[config.mk]
export PLATFORM = sky130hd
export DESIGN_NAME = serial_pattern_detector
export DESIGN_NICKNAME = d
export VERILOG_FILES = /design/src/rtl/serial_pattern_detector.sv
export SDC_FILE = /design/constraint.sdc
export NUM_CORES = 1
export LEC_CHECK = 0
export ABC_AREA = 1
export CORE_MARGIN = 2
export CORE_UTILIZATION = 50
export CTS_CLUSTER_SIZE = 8
export DETAILED_ROUTE_END_ITERATION = 7
export PLACE_DENSITY = 0.8
export SLEW_MARGIN = 20
export SYNTH_ARGS = -nofsm -noshare
export SYNTH_HDL_FRONTEND = slang
export SYNTH_SLANG_ARGS = --single-unit
[constraint.sdc]
create_clock -name Clock -period 2.9 [get_ports Clock]
set_input_delay 0.58 -clock Clock [delete_from_list [all_inputs] [get_ports Clock]]
set_output_delay 0.58 -clock Clock [all_outputs]
set_load 0.02 [all_outputs]
[src/rtl/serial_pattern_detector.sv]
// Serial pattern detector with a run-time loadable WIDTH-bit pattern,
// overlapping / non-overlapping match modes, bit-enable gating and a
// saturating match counter.
module serial_pattern_detector #(
  parameter int WIDTH = 4,
  parameter int CNT_W = 8
) (
  input  logic             Clock,
  input  logic             Reset,
  input  logic             Load,
  input  logic [WIDTH-1:0] Pattern,
  input  logic             En,
  input  logic             w,
  input  logic             Overlap,
  output logic             z,
  output logic [CNT_W-1:0] Count,
  output logic             Armed
);

  localparam int FW = $clog2(WIDTH + 1);
  localparam logic [FW-1:0] FILL_LAST = FW'(WIDTH - 1);

  typedef enum logic [1:0] {IDLE, FILL, RUN} state_t;

  state_t           state, state_n;
  logic [WIDTH-1:0] pat_reg, pat_n;
  logic [WIDTH-1:0] hist, hist_n;
  logic [WIDTH-1:0] hist_shift;
  logic [FW-1:0]    fill, fill_n;
  logic [CNT_W-1:0] count_n;
  logic             z_n;
  logic             do_cmp;

  // Counter increment that sticks at all-ones instead of wrapping.
  function automatic logic [CNT_W-1:0] sat_inc(input logic [CNT_W-1:0] c);
    return (&c) ? c : c + CNT_W'(1);
  endfunction

  assign hist_shift = {hist[WIDTH-2:0], w};
  assign Armed      = (state == FILL) || (state == RUN);

  // State and datapath registers; reset clears everything including the pattern.
  always_ff @(posedge Clock) begin
    if (Reset) begin
      state   <= IDLE;
      pat_reg <= '0;
      hist    <= '0;
      fill    <= '0;
      Count   <= '0;
      z       <= 1'b0;
    end else begin
      state   <= state_n;
      pat_reg <= pat_n;
      hist    <= hist_n;
      fill    <= fill_n;
      Count   <= count_n;
      z       <= z_n;
    end
  end

  // Next-state logic: Load re-arms, En shifts a bit in and compares once the window is full.
  always_comb begin
    state_n = state;
    pat_n   = pat_reg;
    hist_n  = hist;
    fill_n  = fill;
    count_n = Count;
    z_n     = 1'b0;
    do_cmp  = 1'b0;
    if (Load) begin
      pat_n   = Pattern;
      hist_n  = '0;
      fill_n  = '0;
      count_n = '0;
      state_n = FILL;
    end else if (En) begin
      case (state)
        FILL: begin
          hist_n = hist_shift;
          fill_n = fill + FW'(1);
          if (fill == FILL_LAST) begin
            do_cmp  = 1'b1;
            state_n = RUN;
          end
        end
        RUN: begin
          hist_n = hist_shift;
          do_cmp = 1'b1;
        end
        default: begin
          state_n = IDLE;
        end
      endcase
      if (do_cmp && (hist_shift == pat_reg)) begin
        z_n     = 1'b1;
        count_n = sat_inc(Count);
        // Non-overlapping mode: the next match must be built from fresh bits.
        if (!Overlap) begin
          fill_n  = '0;
          state_n = FILL;
        end
      end
    end
  end

endmodule
## Word level (Yosys, flattened, before mapping)

Cells that the tools add are included.

| operators by class | value |
|---|---|
| add/subtract/negate cells | 2 |
| equality and inequality tests | 4 |
| mux-type cells | 14 |
| bitwise logic cells | 2 |
| reduce and logical (&&, ||, !) cells | 9 |

Operator list:

| kind | count |
|---|---|
| 3-bit 2-to-1 mux | 3 |
| 8-bit by 1-bit adder with 8-bit output, second input constant | 1 |
| 8-bit AND reduction | 1 |
| 1-bit 2-to-1 mux | 6 |
| 2-bit 2-to-1 mux | 3 |
| 4-bit == test | 1 |
| 2-bit case mux with 2 select lines | 1 |
| 2-bit OR reduction | 2 |
| 3-bit by 1-bit adder with 3-bit output, second input constant | 1 |
| 3-bit by 2-bit == test with 1-bit output, second input constant | 1 |
| 3-bit AND reduction | 1 |
| 3-bit OR reduction | 1 |
| 2-bit by 1-bit == test with 1-bit output, second input constant | 1 |
| 2-bit == test, second input constant | 1 |
| 1-bit NOT | 2 |
| 1-bit case mux with 2 select lines | 1 |
| 2-bit AND reduction | 1 |
| 2-bit nonzero test | 1 |
| 1-bit logical AND | 1 |
| 1-bit logical OR | 1 |

| word-level totals | value |
|---|---|
| register bits after elaboration | 21 |
| input port bits | 10 |
| output and inout port bits | 10 |
| word-level logic and storage cells | 38 |

## Logic depth before layout (Yosys ltp)

Gate-level depths: netlist of run 1.

| depth | value |
|---|---|
| word-level depth | 9 |
| depth in mapped cells | 11 |
| depth with buffers taken out | 11 |

## Worst setup path before layout of run 1

No wires, ideal clock.

| timing | value |
|---|---|
| path kind | reg2reg |
| start point | register state[0] |
| end point | register fill[0] |
| library setup time | 0.110 ns |
| arrival time | 1.499 ns |
| data required time | 2.790 ns |
| setup slack | 1.291 ns |
| stages on the path, launching flop included | 11 |
| path buffers | 0 |
| period minus slack after synthesis | 1.609 ns |
| cells stage by stage | dfxtp_1 -> inv_1 -> ha_1 -> inv_1 -> nand2_1 -> nor2_2 -> nand2_1 -> nor2_2 -> nand3_2 -> nand3_1 -> inv_1 |

| on the way | value |
|---|---|
| word-level cells in the longest chain between the ends | 6 |
| elaborated cells on any way between the ends | 9 |
| those cells by class | 2 x eq/ne; 6 x mux; 1 x reduce/logical |

Ends and longest elaborated chain:

| item | line | source |
|---|---|---|
| start, declared | 25 | `state_t state, state_n;` |
| start signal, assigned | 52 | `state <= state_n;` |
| 2-bit == test or 2-bit by 1-bit == test with 1-bit output (tied branches) | 77 | `case (state)` |
| 1-bit case mux with 2 select lines | 77 |  |
| 1-bit 2-to-1 mux | 76 | `end else if (En) begin` |
| 1-bit 2-to-1 mux | 70 | `if (Load) begin` |
| 1-bit logical AND | 94 | `if (do_cmp && (hist_shift == pat_reg)) begin` |
| 3-bit 2-to-1 mux * | 94 |  |
| end signal, assigned | 55 | `fill <= fill_n;` |
| end, declared | 29 | `logic [FW-1:0] fill, fill_n;` |

Every way passes the cells marked *; elsewhere a longest branch is shown, timed or not. The select of a mux whose other input is x is not followed.
A chain may end at the register's enable or synchronous reset.

## Worst setup path in the final report of run 1

| timing | value |
|---|---|
| start point | register state[0] |
| end point | output port Armed |

| on the way | value |
|---|---|
| word-level cells in the longest chain between the ends | 2 |
| elaborated cells on any way between the ends | 3 |
| those cells by class | 2 x eq/ne; 1 x reduce/logical |

Ends and longest elaborated chain:

| item | line | source |
|---|---|---|
| 2-bit by 1-bit == test with 1-bit output or 2-bit == test (tied branches) | 40 | `assign Armed = (state == FILL) \|\| (state == RUN);` |
| 1-bit logical OR * | 40 |  |
| end, declared | 17 | `output logic Armed` |

Every way passes the cells marked *; elsewhere a longest branch is shown, timed or not.

==> impl_metrics.py, run 1 <==
metrics = {
    "floorplanning": {
        "rows": 17,
        "core_um2": 2280,
        "fp.dieH_um": 53.6,
        "die_area_um2": 2880,
        "pin_count": 20,
        "die_x_um": 53.6,
        "start_util": 0.541,
    },
    "clock_network": {
        "htree_levels": 1,
        "cts_buffer_depth": 2,
        "clock-root-buffer": "clkbuf_4",
        "cts_inserted_buffers": 3,
        "cts_hold_buf": 0,
        "clkSlewWorstSetupHoldPaths_ns": 0.12,
        "cts_sinks": 21,
        "cts_tree": "built",
        "cts_setup_buffers": 0,
        "cts-resized-gates": 0,
        "clock_latency_ns": 0.31,
    },
    "hold_path": {
        "hold_class": "flip-flop to flip-flop",
        "hold_depth": 2,
    },
    "worst_setup_path": {
        "crit_type": "flip-flop to output pin",
        "critPathTopFamily": "buffers and inverters",
        "cp.arrival_ns": 1.79,
        "path_depth": 4,
        "cp_slowest_cell": "clkdlybuf4s50_1",
        "rr_worst_depth": 10,
        "cp.required_ns": 2.32,
        "start_kind": "flip-flop",
        "slowest_delay_ns": 0.62,
        "crit_chain": "inv_1, ha_1, inv_1, clkdlybuf4s50_1",
        "crit_top_cell": "inv_1",
        "endpoint_kind": "output pin",
        "critPathMaxFanout": 3,
        "worst-path-buf-inv": 3,
        "r2r_slack_ns": 1.22,
    },
    "synthesis": {
        "synthAdderAreaFrac": 0.0508,
        "syn_avg_cell_area_um2": 7.24,
        "postSynth.asyncResetShare": 0,
        "yosys.area.top_type_share": 0.341,
        "syn-instance-count": 170,
        "muxShareOfSynthArea": 0,
        "synth_common_cells": "nand2_1 (40), inv_1 (25), dfxtp_1 (21)",
        "synth_cell_type_count": 24,
        "ys_seq_elements": 21,
        "syn-num-nets": 185,
        "yosysSeqAreaShare": 0.341,
        "yosys.area.top_type": "dfxtp_1",
        "synth_xor_xnor_area_share": 0.0356,
        "synthesis.area_um2": 1230,
        "yosysWarnings": 0,
        "synth_simple_gate_area_frac": 0.360,
        "synth_area_leaders": "dfxtp_1 (34%), nand2_1 (12%), inv_1 (7.6%)",
        "yosysMostFrequentCell": "nand2_1",
        "synth_compound_area_frac": 0.124,
        "synth-edff-count": 0,
        "synth-main-ff-cell": "dfxtp_1",
        "synth_top_family_by_area": "simple AND/OR/NAND/NOR gates",
    },
    "layout": {
        "diodes": 0,
        "fin_nets": 209,
        "multi_input_area_um2": 702,
        "largest_reg_flops": 8,
        "syn2layout_area_growth_pct": 20.4,
        "drive_gt1_frac": 0.135,
        "regArea_um2": 420,
        "fillers": 216,
    },
    "detailed_routing": {
        "first_pass_iters": 5,
        "num_vias": 1095,
        "vias_per_cell": 4.95,
        "routedWlPerCell_um": 10.8,
        "first_iter_violations": 14,
        "ant_nets": 0,
        "drc": 0,
        "routed_wl_mm": 2.39,
    },
    "timing": {
        "hold_violations": 0,
        "setup_tns_ns": 0,
        "setup_viol": 0,
        "maxSlewViolCount": 0,
        "rsz0062_at_grt": "false",
        "max_clock_freq_mhz": 421,
        "fin_crit_ns": 2.37,
        "worstMarginPinSlew_ns": 0.376,
        "slew-limit-headroom": 0.748,
        "finalCritPeriodShare": 0.819,
        "finalClockSkew_ns": 0.00918,
    },
    "global_routing": {
        "grt_max_degree": 12,
        "grt.total_usage": 0.184,
        "grt_pass1_vias": 959,
        "grt_pass1_wl_mm": 3.84,
        "antenna_found_initial": 0,
        "grt-ovfl-total": 0,
    },
    "pwr": {
        "p_sw_frac": 0.264,
        "ir_drop_mv": 0.268,
        "power_frac_comb": 0.136,
        "powerDensity_nw_per_um2": 346,
        "seq_power_share": 0.585,
        "internal_power_mw": 0.377,
        "p_clk_frac": 0.280,
        "p_sw_mw": 0.135,
        "power.total_mw": 0.513,
        "cellLeakagePower_nw": 0.625,
    },
    "flow_run": {
        "drv_cap": 0,
    },
    "run_status": {
        "status": "complete, no violations",
    },
    "place": {
        "port_buffers": 19,
        "routabilityCongestion": 0.815,
        "hpwl_mm": 1.85,
    },
}
## tightest hold or removal path, stage by stage (launching register included)
cell      delay [ns]
dfxtp_1         0.33
inv_1           0.06
a211oi_1        0.06
## cell type report
cell class	instances	share of cell area
inverters	29	0.0734
well taps	28	0.0236
repair buffers	19	0.128
multi-input cells	120	0.473
clock buffers	4	0.0177
flip-flops and latches	21	0.284
## cell families (layout without fill, tap and decap cells)
kind of cell	count (synthesis)	count (layout)
and+or+nand+nor	84	84
buffers and inverters	29	52
DFF	21	21
xor gates and xnor gates	5	5
adders and majority gates	5	5
AOI/OAI and AO/OA	26	26
## cell usage in the layout (no fill, tap or decap)
cell type and instances:
nand2_2 4, inv_2 4, a211oi_1 3, nor2_1 13, o21ai_0 6, a21oi_1 14, xor2_1 3, nand3_2 3
nand3_1 7, xnor2_1 2, inv_1 25, clkbuf_4 3, nand2_1 40, nor2_2 5, ha_1 5, dfxtp_1 21
nand4_1 4, a21oi_4 1, a21oi_2 1, nor3_1 1, clkdlybuf4s50_1 19, clkbuf_1 1, o21ai_1 1, nor2_4 2
nand3_4 2, nor2_8 1, nand3b_1 2
## path summary, 6_finish.rpt
path / startpoint / end
max: state[0] / Armed
min: pat_reg[0] / pat_reg[0]
max reg2reg: state[0] / fill[0]
min reg2reg: pat_reg[0] / pat_reg[0]
## metrics by stage
stage | area (µm²) | worst slack (ns) | std cells | hold slack, ns | utilization
finish | 1480 | 0.526 | 221 | 0.487 | 0.651
global route | 1480 | 0.425 | 221 | 0.532 | 0.651
CTS | 1480 | 0.496 | 221 | 0.488 | 0.651
detailed placement | 1460 | 0.857 | 217 | 0.465 | 0.640
global placement | 1460 | 0.870 | 217 | 0.468 | 0.640
floorplan | 1230 | 1.29 | 170 | 0.450 | -
## power by group through the flow
stage | clock [mW] | sequential [mW] | combinational, mW
after global placement | 0 | 0.306 | 0.0675
after global routing | 0.161 | 0.301 | 0.0763
after detailed placement | 0 | 0.306 | 0.0689
after CTS | 0.151 | 0.300 | 0.0696
final | 0.143 | 0.300 | 0.0695
after floorplan | 0 | 0.305 | 0.0450
## layer usage
metal	global-route usage	routed length, µm
met1	0.215	1120
met4	0.0897	32
met2	0.327	1160
met3	0.0250	75
met5	0	0
No activity file was read; power rests on OpenSTA's default activity.
==> run 2, diff against run 1 <==
Clock period 2.9 ns to 2.3 ns, I/O delays scaled along.
==> run 2 against run 1 <==
  * Power increased by 26%
  * Worst setup slack worse by 0.11 ns
  * Critical path type unchanged
  * Design area increased by 0.17%
  * Hold slack barely moved
  * Flip-flop and latch count is the same
  * Die area is the same
  * Global-route usage did not move
  * Wire length is 0.38% higher
==> impl_metrics.py, run 2 (synthesis results as in run 1) <==
metrics = {
    "run_status": {
        "status": "complete, no violations",
    },
    "detailed_routing": {
        "num_vias": 1102,
        "drc": 0,
        "routedWlPerCell_um": 10.8,
        "first_iter_violations": 15,
        "routed_wl_mm": 2.40,
        "ant_nets": 0,
        "vias_per_cell": 4.99,
        "first_pass_iters": 4,
    },
    "place": {
        "routabilityCongestion": 0.815,
        "hpwl_mm": 1.85,
        "dp_cells": 217,
        "port_buffers": 19,
    },
    "layout": {
        "fin_nets": 209,
        "drive_gt1_frac": 0.135,
        "final_util": 0.653,
        "fillers": 214,
        "largest_reg_flops": 8,
        "diodes": 0,
        "syn2layout_area_growth_pct": 20.6,
        "final_common_cell": "nand2_1",
        "final_cells": 221,
        "layout_common_cells": "nand2_1 (40), inv_1 (25), dfxtp_1 (21)",
    },
    "timing": {
        "slew-limit-headroom": 0.748,
        "hold_violations": 0,
        "maxSlewViolCount": 0,
        "max_clock_freq_mhz": 532,
        "rsz0062_at_grt": "false",
        "finalCritPeriodShare": 0.817,
        "finalClockSkew_ns": 0.00997,
        "setup_viol": 0,
        "fin_crit_ns": 1.88,
        "setup_tns_ns": 0,
        "worstMarginPinSlew_ns": 0.377,
    },
    "global_routing": {
        "grt-ovfl-total": 0,
        "grt_max_degree": 12,
        "grt_pass1_vias": 959,
        "grt.total_usage": 0.184,
        "grt_pass1_wl_mm": 3.84,
        "antenna_found_initial": 0,
    },
    "floorplanning": {
        "core_um2": 2280,
        "rows": 17,
        "fp.dieH_um": 53.6,
        "die_x_um": 53.6,
        "start_util": 0.541,
        "die_area_um2": 2880,
        "pin_count": 20,
    },
    "hold_path": {
        "hold_depth": 2,
        "hold_start": "pat_reg[0]",
        "hold_class": "flip-flop to flip-flop",
        "whs_endpoint": "pat_reg[0]",
    },
    "clock_network": {
        "htree_levels": 1,
        "clock_latency_ns": 0.31,
        "clkSlewWorstSetupHoldPaths_ns": 0.12,
        "cts_tree": "built",
        "cts_inserted_buffers": 3,
        "clock-root-buffer": "clkbuf_4",
        "cts_setup_buffers": 0,
        "cts-resized-gates": 0,
        "cts_buffer_depth": 2,
        "cts_hold_buf": 0,
        "cts_sinks": 21,
    },
    "pwr": {
        "cellLeakagePower_nw": 0.638,
        "powerDensity_nw_per_um2": 435,
        "ir_drop_mv": 0.338,
    },
    "worst_setup_path": {
        "path_depth": 1,
        "crit_chain": "clkdlybuf4s50_1",
        "cp.arrival_ns": 1.42,
        "endpoint_kind": "output pin",
        "cp_slowest_cell": "clkdlybuf4s50_1",
        "cp.required_ns": 1.84,
        "slowest_delay_ns": 0.65,
        "worst-path-buf-inv": 1,
        "rr_worst_depth": 10,
        "critPathMaxFanout": 6,
        "start_kind": "flip-flop",
        "r2r_slack_ns": 0.62,
        "crit_type": "flip-flop to output pin",
        "reg2reg_to": "fill[0]",
        "critPathTopFamily": "buffers and inverters",
        "rr_startpoint": "state[0]",
    },
    "flow_run": {
        "drv_cap": 0,
    },
}
run 2: cell types whose count changed in the layout (fill, tap and decap cells not counted), sizes merged:
cell	previous run	this run
clkdlybuf4s50	19	18
dlymetal6s2s	0	1
run 2: metal layers:
| metal | share of wire | vias up | global-route usage | wire length (µm) |
|---|---|---|---|---|
| met5 | 0 | - | 0 | 0 |
| met4 | 0.013 | 0 | 0.0897 | 31 |
| met3 | 0.035 | 4 | 0.0250 | 84 |
| met2 | 0.48 | 23 | 0.327 | 1160 |
| met1 | 0.47 | 486 | 0.215 | 1120 |
| li1 | - | 589 | - | - |
run 2: cell type report:
cell class                      count  area, µm²  share of cell area
Timing Repair Buffer               19        193               0.130
Multi-Input combinational cell    120        702               0.473
Sequential cell                    21        420               0.283
Tap cell                           28       35.0              0.0236
Clock buffer                        4       26.3              0.0177
Inverter                           29        109              0.0733
run 2: power breakdown:
group | leakage (nW) | switching, mW | internal (mW)
logic | 0.453 | 0.0516 | 0.0356
clock network | 0.0150 | 0.114 | 0.0677
registers | 0.171 | 0.00575 | 0.372
total | 0.638 | 0.171 | 0.475
run 2: metrics by stage:
step | total power, mW | worst slack, ns | cell area [µm²] | hold WS [ns]
floorplan | 0.442 | 0.691 | 1230 | 0.450
global placement | 0.471 | 0.390 | 1460 | 0.468
detailed placement | 0.473 | 0.377 | 1460 | 0.465
CTS | 0.656 | 0.0156 | 1480 | 0.488
global route | 0.679 | 0.316 | 1490 | 0.532
finish | 0.647 | 0.420 | 1490 | 0.488
run 2: how the worst max path moves through the flow:
| stage | from | end | slack [ns] |
|---|---|---|---|
| 3_5_place_dp | state[0] | Armed | 0.38 |
| 3_3_place_gp | state[0] | Armed | 0.39 |
| 2_1_floorplan | state[0] | fill[0] | 0.69 |
| 5_1_grt | state[0] | Armed | 0.32 |
| 4_1_cts | state[0] | Armed | 0.02 |
| 6_report | Count[2] | Count[2] | 0.42 |
